===== src/rtl/cam_capture_pkg.sv =====
// ---------------------------------------------------------------------------
// cam_capture_pkg
// Shared types and constants for the camera capture packer:
//   - cap_state_t : capture FSM state encoding
//   - byte-lane geometry of the packed FIFO word
//   - DROP_CNT_WIDTH : width of the dropped-word counter
//   - place_byte() : positions one byte in its word lane for either byte order
// ---------------------------------------------------------------------------
package cam_capture_pkg;

  typedef enum logic [1:0] {
    ST_IDLE       = 2'd0,
    ST_WAIT_FRAME = 2'd1,
    ST_ACTIVE     = 2'd2,
    ST_FLUSH      = 2'd3
  } cap_state_t;

  localparam int LANE_W         = 8;
  localparam int NUM_LANES      = 4;
  localparam int WORD_W         = LANE_W * NUM_LANES;
  localparam int DROP_CNT_WIDTH = 16;

  localparam logic [1:0] LAST_LANE = 2'd3;

  // order = 0: byte idx 0 lands in [7:0]; order = 1: byte idx 0 lands in [31:24].
  function automatic logic [WORD_W-1:0] place_byte(input logic [LANE_W-1:0] b,
                                                   input logic [1:0]        idx,
                                                   input logic              order);
    logic [1:0]        lane;
    logic [WORD_W-1:0] w;
    lane = order ? (LAST_LANE - idx) : idx;
    w    = '0;
    case (lane)
      2'd0:    w[7:0]   = b;
      2'd1:    w[15:8]  = b;
      2'd2:    w[23:16] = b;
      default: w[31:24] = b;
    endcase
    return w;
  endfunction

endpackage


===== src/rtl/cam_sync_edge.sv =====
// ---------------------------------------------------------------------------
// cam_sync_edge
// Oversampling synchronizer for one asynchronous camera signal. Two flops
// (s1, s2) resolve metastability; s3 holds the previous synchronized value so
// edges can be detected in the WB clock domain.
// Ports:
//   i_clk   : system clock
//   i_rst   : asynchronous active-high reset
//   i_d     : raw asynchronous input
//   o_level : synchronized level (s2)
//   o_rise  : one-cycle pulse on a synchronized 0->1 transition
//   o_fall  : one-cycle pulse on a synchronized 1->0 transition
// ---------------------------------------------------------------------------
module cam_sync_edge (
  input  logic i_clk,
  input  logic i_rst,
  input  logic i_d,
  output logic o_level,
  output logic o_rise,
  output logic o_fall
);

  logic r_s1;
  logic r_s2;
  logic r_s3;

  always_ff @(posedge i_clk or posedge i_rst) begin
    if (i_rst) begin
      r_s1 <= 1'b0;
      r_s2 <= 1'b0;
      r_s3 <= 1'b0;
    end else begin
      r_s1 <= i_d;
      r_s2 <= r_s1;
      r_s3 <= r_s2;
    end
  end

  assign o_level = r_s2;
  assign o_rise  = r_s2 & ~r_s3;
  assign o_fall  = ~r_s2 & r_s3;

endmodule


===== src/rtl/cam_capture_packer.sv =====
// ---------------------------------------------------------------------------
// cam_capture_packer
// Camera capture front-end. Oversamples PCLK/VSYNC/HREF/DAT, packs active-line
// bytes four at a time into 32-bit words and writes them to the capture FIFO.
// Reports completed frames, the line count of the last frame, and a sticky
// overflow flag plus a saturating count of words dropped on FIFO full.
//
// Ports:
//   WBs_CLK_i       : system clock (>= 3x PCLK)
//   WBs_RST_i       : asynchronous active-high reset
//   PCLK_i          : camera pixel clock, sampled as data
//   VSYNC_i         : high during vertical blanking
//   HREF_i          : high during active line bytes
//   CAM_DAT_i       : camera data byte
//   CAP_EN_i        : capture enable level
//   OVF_CLR_i       : one-cycle pulse clearing Overflow_o
//   FIFO_FULL_i     : downstream FIFO full
//   FIFO_WR_EN_o    : one-cycle FIFO write strobe
//   FIFO_WR_DAT_o   : packed word
//   Busy_o          : FSM is not IDLE
//   Overflow_o      : sticky, a word was dropped
//   Frame_Cnt_o     : completed frames (wraps)
//   Last_Line_Cnt_o : lines in the last completed frame
//   Drop_Cnt_o      : dropped words (saturates)
//
// state         | meaning
// ST_IDLE       | capture disabled
// ST_WAIT_FRAME | enabled, waiting for VSYNC fall (start of frame)
// ST_ACTIVE     | packing bytes and counting lines
// ST_FLUSH      | one cycle: push partial word, update frame/line counts
// ---------------------------------------------------------------------------
module cam_capture_packer
  import cam_capture_pkg::*;
#(
  parameter int LINE_CNT_WIDTH  = 12,
  parameter int FRAME_CNT_WIDTH = 16,
  parameter int BYTE_ORDER      = 0
) (
  input  logic                       WBs_CLK_i,
  input  logic                       WBs_RST_i,
  input  logic                       PCLK_i,
  input  logic                       VSYNC_i,
  input  logic                       HREF_i,
  input  logic [7:0]                 CAM_DAT_i,
  input  logic                       CAP_EN_i,
  input  logic                       OVF_CLR_i,
  input  logic                       FIFO_FULL_i,
  output logic                       FIFO_WR_EN_o,
  output logic [31:0]                FIFO_WR_DAT_o,
  output logic                       Busy_o,
  output logic                       Overflow_o,
  output logic [FRAME_CNT_WIDTH-1:0] Frame_Cnt_o,
  output logic [LINE_CNT_WIDTH-1:0]  Last_Line_Cnt_o,
  output logic [DROP_CNT_WIDTH-1:0]  Drop_Cnt_o
);

  localparam logic [LINE_CNT_WIDTH-1:0]  LINE_ONE  = LINE_CNT_WIDTH'(1);
  localparam logic [FRAME_CNT_WIDTH-1:0] FRAME_ONE = FRAME_CNT_WIDTH'(1);
  localparam logic [DROP_CNT_WIDTH-1:0]  DROP_ONE  = DROP_CNT_WIDTH'(1);
  localparam logic                       ORDER_MSB = (BYTE_ORDER != 0);

  logic w_pclk_lvl, w_pclk_rise, w_pclk_fall;
  logic w_vs_lvl,   w_vs_rise,   w_vs_fall;
  logic w_href_lvl, w_href_rise, w_href_fall;
  logic w_unused;

  logic [7:0] r_dat_s1;
  logic [7:0] r_dat_s2;

  cap_state_t                 r_state;
  logic                       r_busy;
  logic [1:0]                 r_byte_idx;
  logic [WORD_W-1:0]          r_word;
  logic [LINE_CNT_WIDTH-1:0]  r_line_cnt;
  logic [LINE_CNT_WIDTH-1:0]  r_last_line;
  logic [FRAME_CNT_WIDTH-1:0] r_frame_cnt;
  logic [DROP_CNT_WIDTH-1:0]  r_drop_cnt;
  logic                       r_ovf;
  logic                       r_wr_en;
  logic [WORD_W-1:0]          r_wr_dat;

  logic              w_capture;
  logic              w_flush_push;
  logic              w_push_req;
  logic [WORD_W-1:0] w_cap_word;
  logic [WORD_W-1:0] w_push_word;

  cam_sync_edge u_sync_pclk (
    .i_clk(WBs_CLK_i), .i_rst(WBs_RST_i), .i_d(PCLK_i),
    .o_level(w_pclk_lvl), .o_rise(w_pclk_rise), .o_fall(w_pclk_fall)
  );

  cam_sync_edge u_sync_vsync (
    .i_clk(WBs_CLK_i), .i_rst(WBs_RST_i), .i_d(VSYNC_i),
    .o_level(w_vs_lvl), .o_rise(w_vs_rise), .o_fall(w_vs_fall)
  );

  cam_sync_edge u_sync_href (
    .i_clk(WBs_CLK_i), .i_rst(WBs_RST_i), .i_d(HREF_i),
    .o_level(w_href_lvl), .o_rise(w_href_rise), .o_fall(w_href_fall)
  );

  assign w_unused = ^{w_pclk_lvl, w_pclk_fall, w_vs_lvl, w_href_rise};

  // Data only needs the same depth as PCLK s2 so the byte lines up with pclk_rise.
  always_ff @(posedge WBs_CLK_i or posedge WBs_RST_i) begin
    if (WBs_RST_i) begin
      r_dat_s1 <= 8'h00;
      r_dat_s2 <= 8'h00;
    end else begin
      r_dat_s1 <= CAM_DAT_i;
      r_dat_s2 <= r_dat_s1;
    end
  end

  assign w_capture    = (r_state == ST_ACTIVE) && w_pclk_rise && w_href_lvl;
  assign w_flush_push = (r_state == ST_FLUSH) && (r_byte_idx != 2'd0);
  assign w_push_req   = (w_capture && (r_byte_idx == LAST_LANE)) || w_flush_push;
  // Lanes not yet written stay zero because r_word is cleared after every push.
  assign w_cap_word   = r_word | place_byte(r_dat_s2, r_byte_idx, ORDER_MSB);
  assign w_push_word  = w_flush_push ? r_word : w_cap_word;

  always_ff @(posedge WBs_CLK_i or posedge WBs_RST_i) begin
    if (WBs_RST_i) begin
      r_state     <= ST_IDLE;
      r_busy      <= 1'b0;
      r_byte_idx  <= 2'd0;
      r_word      <= '0;
      r_line_cnt  <= '0;
      r_last_line <= '0;
      r_frame_cnt <= '0;
      r_drop_cnt  <= '0;
      r_ovf       <= 1'b0;
      r_wr_en     <= 1'b0;
      r_wr_dat    <= '0;
    end else begin
      r_wr_en <= 1'b0;

      if (w_push_req) begin
        if (FIFO_FULL_i) begin
          if (!(&r_drop_cnt)) r_drop_cnt <= r_drop_cnt + DROP_ONE;
        end else begin
          r_wr_en  <= 1'b1;
          r_wr_dat <= w_push_word;
        end
      end

      // A drop in the same cycle as a clear request keeps the flag set.
      if (w_push_req && FIFO_FULL_i) r_ovf <= 1'b1;
      else if (OVF_CLR_i)            r_ovf <= 1'b0;

      case (r_state)
        ST_IDLE: begin
          if (CAP_EN_i) begin
            r_state <= ST_WAIT_FRAME;
            r_busy  <= 1'b1;
          end
        end
        ST_WAIT_FRAME: begin
          if (!CAP_EN_i) begin
            r_state <= ST_IDLE;
            r_busy  <= 1'b0;
          end else if (w_vs_fall) begin
            r_state <= ST_ACTIVE;
          end
        end
        ST_ACTIVE: begin
          // CAP_EN_i is ignored here: a started frame always runs to FLUSH.
          if (w_capture) begin
            r_byte_idx <= r_byte_idx + 2'd1;
            r_word     <= (r_byte_idx == LAST_LANE) ? '0 : w_cap_word;
          end
          if (w_href_fall && !(&r_line_cnt)) r_line_cnt <= r_line_cnt + LINE_ONE;
          if (w_vs_rise) r_state <= ST_FLUSH;
        end
        ST_FLUSH: begin
          r_byte_idx  <= 2'd0;
          r_word      <= '0;
          r_last_line <= r_line_cnt;
          r_line_cnt  <= '0;
          r_frame_cnt <= r_frame_cnt + FRAME_ONE;
          if (CAP_EN_i) begin
            r_state <= ST_WAIT_FRAME;
          end else begin
            r_state <= ST_IDLE;
            r_busy  <= 1'b0;
          end
        end
        default: begin
          r_state <= ST_IDLE;
          r_busy  <= 1'b0;
        end
      endcase
    end
  end

  assign FIFO_WR_EN_o    = r_wr_en;
  assign FIFO_WR_DAT_o   = r_wr_dat;
  assign Busy_o          = r_busy;
  assign Overflow_o      = r_ovf;
  assign Frame_Cnt_o     = r_frame_cnt;
  assign Last_Line_Cnt_o = r_last_line;
  assign Drop_Cnt_o      = r_drop_cnt;

endmodule

===== config.mk =====
export PLATFORM = sky130hd
export DESIGN_NAME = cam_capture_packer
export DESIGN_NICKNAME = d
export VERILOG_FILES = /design/src/rtl/cam_capture_pkg.sv /design/src/rtl/cam_sync_edge.sv /design/src/rtl/cam_capture_packer.sv
export SDC_FILE = /design/constraint.sdc
export NUM_CORES = 1
export LEC_CHECK = 0
export ABC_AREA = 0
export CORE_MARGIN = 3
export CORE_UTILIZATION = 40
export CTS_BUF_LIST = sky130_fd_sc_hd__clkbuf_4
export CTS_CLUSTER_DIAMETER = 30
export CTS_CLUSTER_SIZE = 30
export DETAILED_ROUTE_END_ITERATION = 8
export PLACE_DENSITY_LB_ADDON = 0.2
export RECOVER_POWER = 50
export SKIP_CTS_REPAIR_TIMING = 1
export SYNTH_ARGS = -nofsm -noshare
export SYNTH_HDL_FRONTEND = slang
export SYNTH_SLANG_ARGS = --single-unit

===== constraint.sdc =====
create_clock -name WBs_CLK_i -period 8.5 [get_ports WBs_CLK_i]
set_clock_uncertainty 0.05 [all_clocks]
set_input_delay 2.55 -clock WBs_CLK_i [delete_from_list [all_inputs] [get_ports WBs_CLK_i]]
set_output_delay 2.55 -clock WBs_CLK_i [all_outputs]
set_load 0.03 [all_outputs]

== Yosys cells after proc, flatten, opt, wreduce, memory -nomap -nowiden ==
Index checks and enable logic that the tools add are counted.

* Register bits after elaboration: 152
* Bits of input ports: 16
* Output and inout bits: 79
* Logic and storage cells: 98

* $add $sub $neg: 4
* Equality and inequality tests: 12
* Multiplexer cells: 25
* Bitwise gates (word level): 11
* Reductions and logical operators: 24

{| class="wikitable"
|+ Operator list
! cell !! count
|-
| $mux W32 || 3
|-
| $pmux W32 S2 || 1
|-
| $add A16 B1 Y16 const B || 2
|-
| $mux W8 || 4
|-
| $or A32 B32 Y32 || 1
|-
| $pmux W12 S2 || 1
|-
| $reduce_and A16 Y1 || 1
|-
| $add A12 B1 Y12 const B || 1
|-
| $mux W12 || 1
|-
| $reduce_and A12 Y1 || 1
|-
| $mux W2 || 5
|-
| $reduce_and A3 Y1 || 3
|-
| $eq A2 B2 Y1 const B || 4
|-
| $pmux W2 S4 || 1
|-
| $reduce_bool A2 Y1 || 4
|-
| $mux W1 || 7
|-
| $logic_and A1 B1 Y1 || 6
|-
| $ne A2 B2 Y1 const B || 3
|-
| $not A1 Y1 || 6
|-
| $reduce_and A2 Y1 || 3
|-
| $and A1 B1 Y1 || 4
|-
| $eq A2 B1 Y1 const B || 2
|-
| $logic_not A2 Y1 || 2
|-
| $ne A2 B1 Y1 const B || 2
|-
| 8 further kinds || 8
|}

== Longest topological paths before layout ==
* Depth in word-level cells: 8
* Depth in mapped cells: 8
* Mapped depth without buffers: 7

== Modules after synthesis ==
From an unflattened synthesis, not the netlist that was laid out.

* Cell total of the unflattened synthesis: 563
* Area total of the unflattened synthesis: 6035.8 µm²

{| class="wikitable"
|+ Modules (own cells, without submodules)
! module !! times used !! cells each !! area an instance (µm²) !! seq. area each (µm²)
|-
| cam_capture_packer || 1 || 545 || 5754.3 || 3578.4
|-
| cam_sync_edge || 3 || 6 || 93.8 || 75.1
|}

== Least setup slack after synthesis ==
Ideal clock, no wire load.

* Path kind: input to register
* From: in FIFO_FULL_i
* To: reg r_drop_cnt[15] (netlist: Drop_Cnt_o[15])
* Library setup time: 0.134 ns
* Arrival time: 3.661 ns
* Data required time: 8.316 ns
* Slack: 4.655 ns
* Stages on the path: 5
* Buffers on the path: 0
* Cell sequence: nand2_1 -> o31a_1 -> a2111o_1 -> or3_1 -> xnor2_1

* Word-level cells in the longest chain between the ends: 1

{| class="wikitable"
|+ RTL lines
! what !! RTL line !! text
|-
| start, declared || cam_capture_packer.sv:47 || <nowiki>input logic FIFO_FULL_i,</nowiki>
|-
| $reduce_and A3 Y1 (no source line) || -- ||
|-
| end signal, assigned || cam_capture_packer.sv:141 || <nowiki>if (!(&r_drop_cnt)) r_drop_cnt <= r_drop_cnt + DROP_ONE;</nowiki>
|-
| end, declared || cam_capture_packer.sv:77 || <nowiki>logic [DROP_CNT_WIDTH-1:0] r_drop_cnt;</nowiki>
|}

No other way between the ends.
A chain may end at the register's enable or synchronous reset.

==> results.yml <==
cells_and_area:
  nets: 676
  final_cell_mix: "dfrtp_1, clkdlybuf4s50_1, nand2_1"
  register_area_um2: 3800
  mostFrequentLayoutCell: "dfrtp_1"
  area_growth_pct: 23.1
  design_area_um2: 7580
  drive_gt1_share_pct: 5.57
  fillers: 1320
  multi_input_area_um2: 2100
place:
  io_buffers: 94
  dp_hpwl_um: 8580
  gp_congestion: 0.740
  place_area_um2: 7250
floorplanning:
  rows: 44
  ios: 95
  die_x_um: 130
  die_area_um2: 16900
  start_util_pct: 41.6
  die_h_um: 130
  design.core.area_um2: 14800
critical_path:
  arrival_ns: 6.21
  endpoint_kind: "asynchronous set/reset pin"
  startpoint_type: "primary input"
  crit_type: "primary input to asynchronous set/reset pin"
  regToRegSetupSlack_ns: 5.39
  cp_max_fo: 86
  cp.required_ns: 9.02
run_status:
  status: "finished, violations left"
  violations: "capacitance limit, slew limit"
sta:
  maxSlewViolCount: 108
  finalSetupTns_ns: 0
  hold_viol_final: 0
  max_freq_mhz: 176
  setup_viol: 0
  tightest_slew_ns: 3.72
  min_period_over_period_pct: 66.9
  rsz0062_at_grt: "false"
  fin_crit_ns: 5.69
  max_slew_margin_pct: -150
global_routing:
  grt_pass1_vias: 4457
  gr-total-overflow: 0
  grt_max_degree: 87
  grt_pass1_wl_um: 22100
  antenna_found_initial: 1
  grt_use_total_pct: 16.5
synth:
  synth_mux_area_share_pct: 5.39
  yosysTopAreaCell: "dfrtp_1"
  synth_top_family_by_area: "simple AND/OR/NAND/NOR gates"
  ys_seq_area_share_pct: 61.8
  synth_xor_area_share_pct: 4.84
  synth_compound_area_share_pct: 9.21
  synthAdderAreaFrac_pct: 1.63
  yosys-top-cells-area: "dfrtp_1, mux2i_1, nand2_1"
  synth_area_um2: 6160
  syn_inst: 561
  yosysUniqueCellTypes: 40
  synth_warnings: 0
  ys_ff_latch: 152
  syn-num-nets: 585
  yosys.area.top_type_share_pct: 61.8
  synth-simple-area-share_pct: 13.0
  avgSynthCellArea_um2: 11.0
min_path:
  hold_class: "flip-flop to flip-flop"
cts:
  clockBufferDepth: 2
  cts_htree_levels: 4
  clkSinkCount: 152
  clk_latency_ns: 0.53
  cts_tree: "yes"
  numCtsBuffers: 17
  cts_root_buf: "clkbuf_4"
  clk_pin_slew_worst_paths_ns: 0.11
power:
  power_switching_mw: 0.619
  seqPwrFrac_pct: 47.6
  swShare_pct: 32.2
  p_int_mw: 1.30
  comb_power_share_pct: 25.6
  power.leakage_nw: 3.46
  clock_power_share_pct: 26.8
  power.density_nw_per_um2: 253
  peakVddDrop_v: 0.000153
detailed_routing:
  avgRoutedWirePerCell_um: 15.1
  drc: 0
  vias_per_cell: 5.04
  dr.pass1.iters: 4
  vias: 4280
  ant_nets: 0
  totalWireLength_um: 12800
  drtIter0Drc: 246
run:
  cap_violations: 2
power groups by stage:
stage               Sequential, mW  Combinational [mW]  Clock [mW]
global placement             0.926               0.488           0
CTS                          0.916               0.500       0.529
detailed placement           0.929               0.497           0
finish                       0.914               0.492       0.515
global route                 0.932               0.537       0.565
floorplan                     1.05               0.170           0
final cells by class:
| type | instances | area share [%] |
|---|---|---|
| diodes | 1 | 0.0330 |
| clock buffers | 21 | 2.08 |
| well taps | 184 | 3.04 |
| inverters | 42 | 2.10 |
| multi-input cells | 344 | 27.7 |
| repair buffers | 95 | 12.5 |
| clock inverters | 10 | 2.33 |
| flip-flops and latches | 152 | 50.2 |
flip-flops by register name, summed over array words and instances (netlist names), 2 cells and up, named ones only:
name             flops
r_dat_s2             8
r_word              32
Last_Line_Cnt_o     12
r_byte_idx           2
r_line_cnt          12
Drop_Cnt_o          16
Frame_Cnt_o         16
r_dat_s1             8
FIFO_WR_DAT_o       32
stage by stage:
stage                     total power, mW  worst slack [ns]  cells  util (%)  hold slack, ns
final                                1.92              2.81    849      51.2           0.310
after global routing                 2.03              2.16    849      51.2           0.323
after CTS                            1.94              4.13    848      51.2           0.312
after detailed placement             1.43              3.91    817      49.0           0.285
after global placement               1.41              3.97    817      49.0           0.283
after floorplan                      1.22              1.81    561         -           0.281
synth_stat cells, drive strengths merged:
cell,instances
and4,3
xnor2,26
inv,42
nor2,45
nor4,1
xor2,8
nand4,10
nor3,3
o31a,1
a2111o,1
or3,2
o21ai,20
a21o,1
clkbuf,12
a31oi,26
nand3b,2
dfrtp,152
nor2b,6
or3b,1
o211ai,2
nand4b,2
a41oi,1
and2,3
a21oi,37
o21a,1
ha,8
nand2,68
buf,11
mux2,1
nand3,15
o31ai,7
nand2b,3
mux2i,32
nor4bb,1
and3,7
cells by family after synthesis:
| kind of cell | after synthesis |
|---|---|
| simple gates | 172 |
| flops | 152 |
| fa+ha+maj | 8 |
| xor+xnor | 34 |
| buf+inv | 65 |
| mux | 33 |
| compound gates | 97 |
per-layer routing:
layer / global-route usage (%) / up-vias / wire [um]
met1: 22.2 / 2090 / 5910
met4: 4.46 / 0 / 110
met3: 6.30 / 10 / 805
met5: 0 / - / 0
met2: 25.2 / 103 / 6020
li1: - / 2077 / -
path summary, 6_finish.rpt:
kind	startpoint	endpoint	cells after the start
max in group WBs_CLK_i	Frame_Cnt_o[4]$_DFFE_PP0P_	Frame_Cnt_o[4]	1
worst min-delay path	r_dat_s1[0]$_DFF_PP0_	r_dat_s2[0]$_DFF_PP0_	0
worst max-delay path	WBs_RST_i	r_word[22]$_DFFE_PP0P_	3
min in group asynchronous	WBs_RST_i	r_dat_s1[0]$_DFF_PP0_	2
worst min register to register	r_dat_s1[0]$_DFF_PP0_	r_dat_s2[0]$_DFF_PP0_	0
worst max register to register	r_line_cnt[0]$_DFFE_PP0P_	r_line_cnt[8]$_DFFE_PP0P_	6
worst max-delay path, stage by stage:
cell and delay [ns]:
dlygate4sd3_1 0.54, clkinvlp_2 2.09, buf_4 0.92
(Power assumes the default switching activity.)
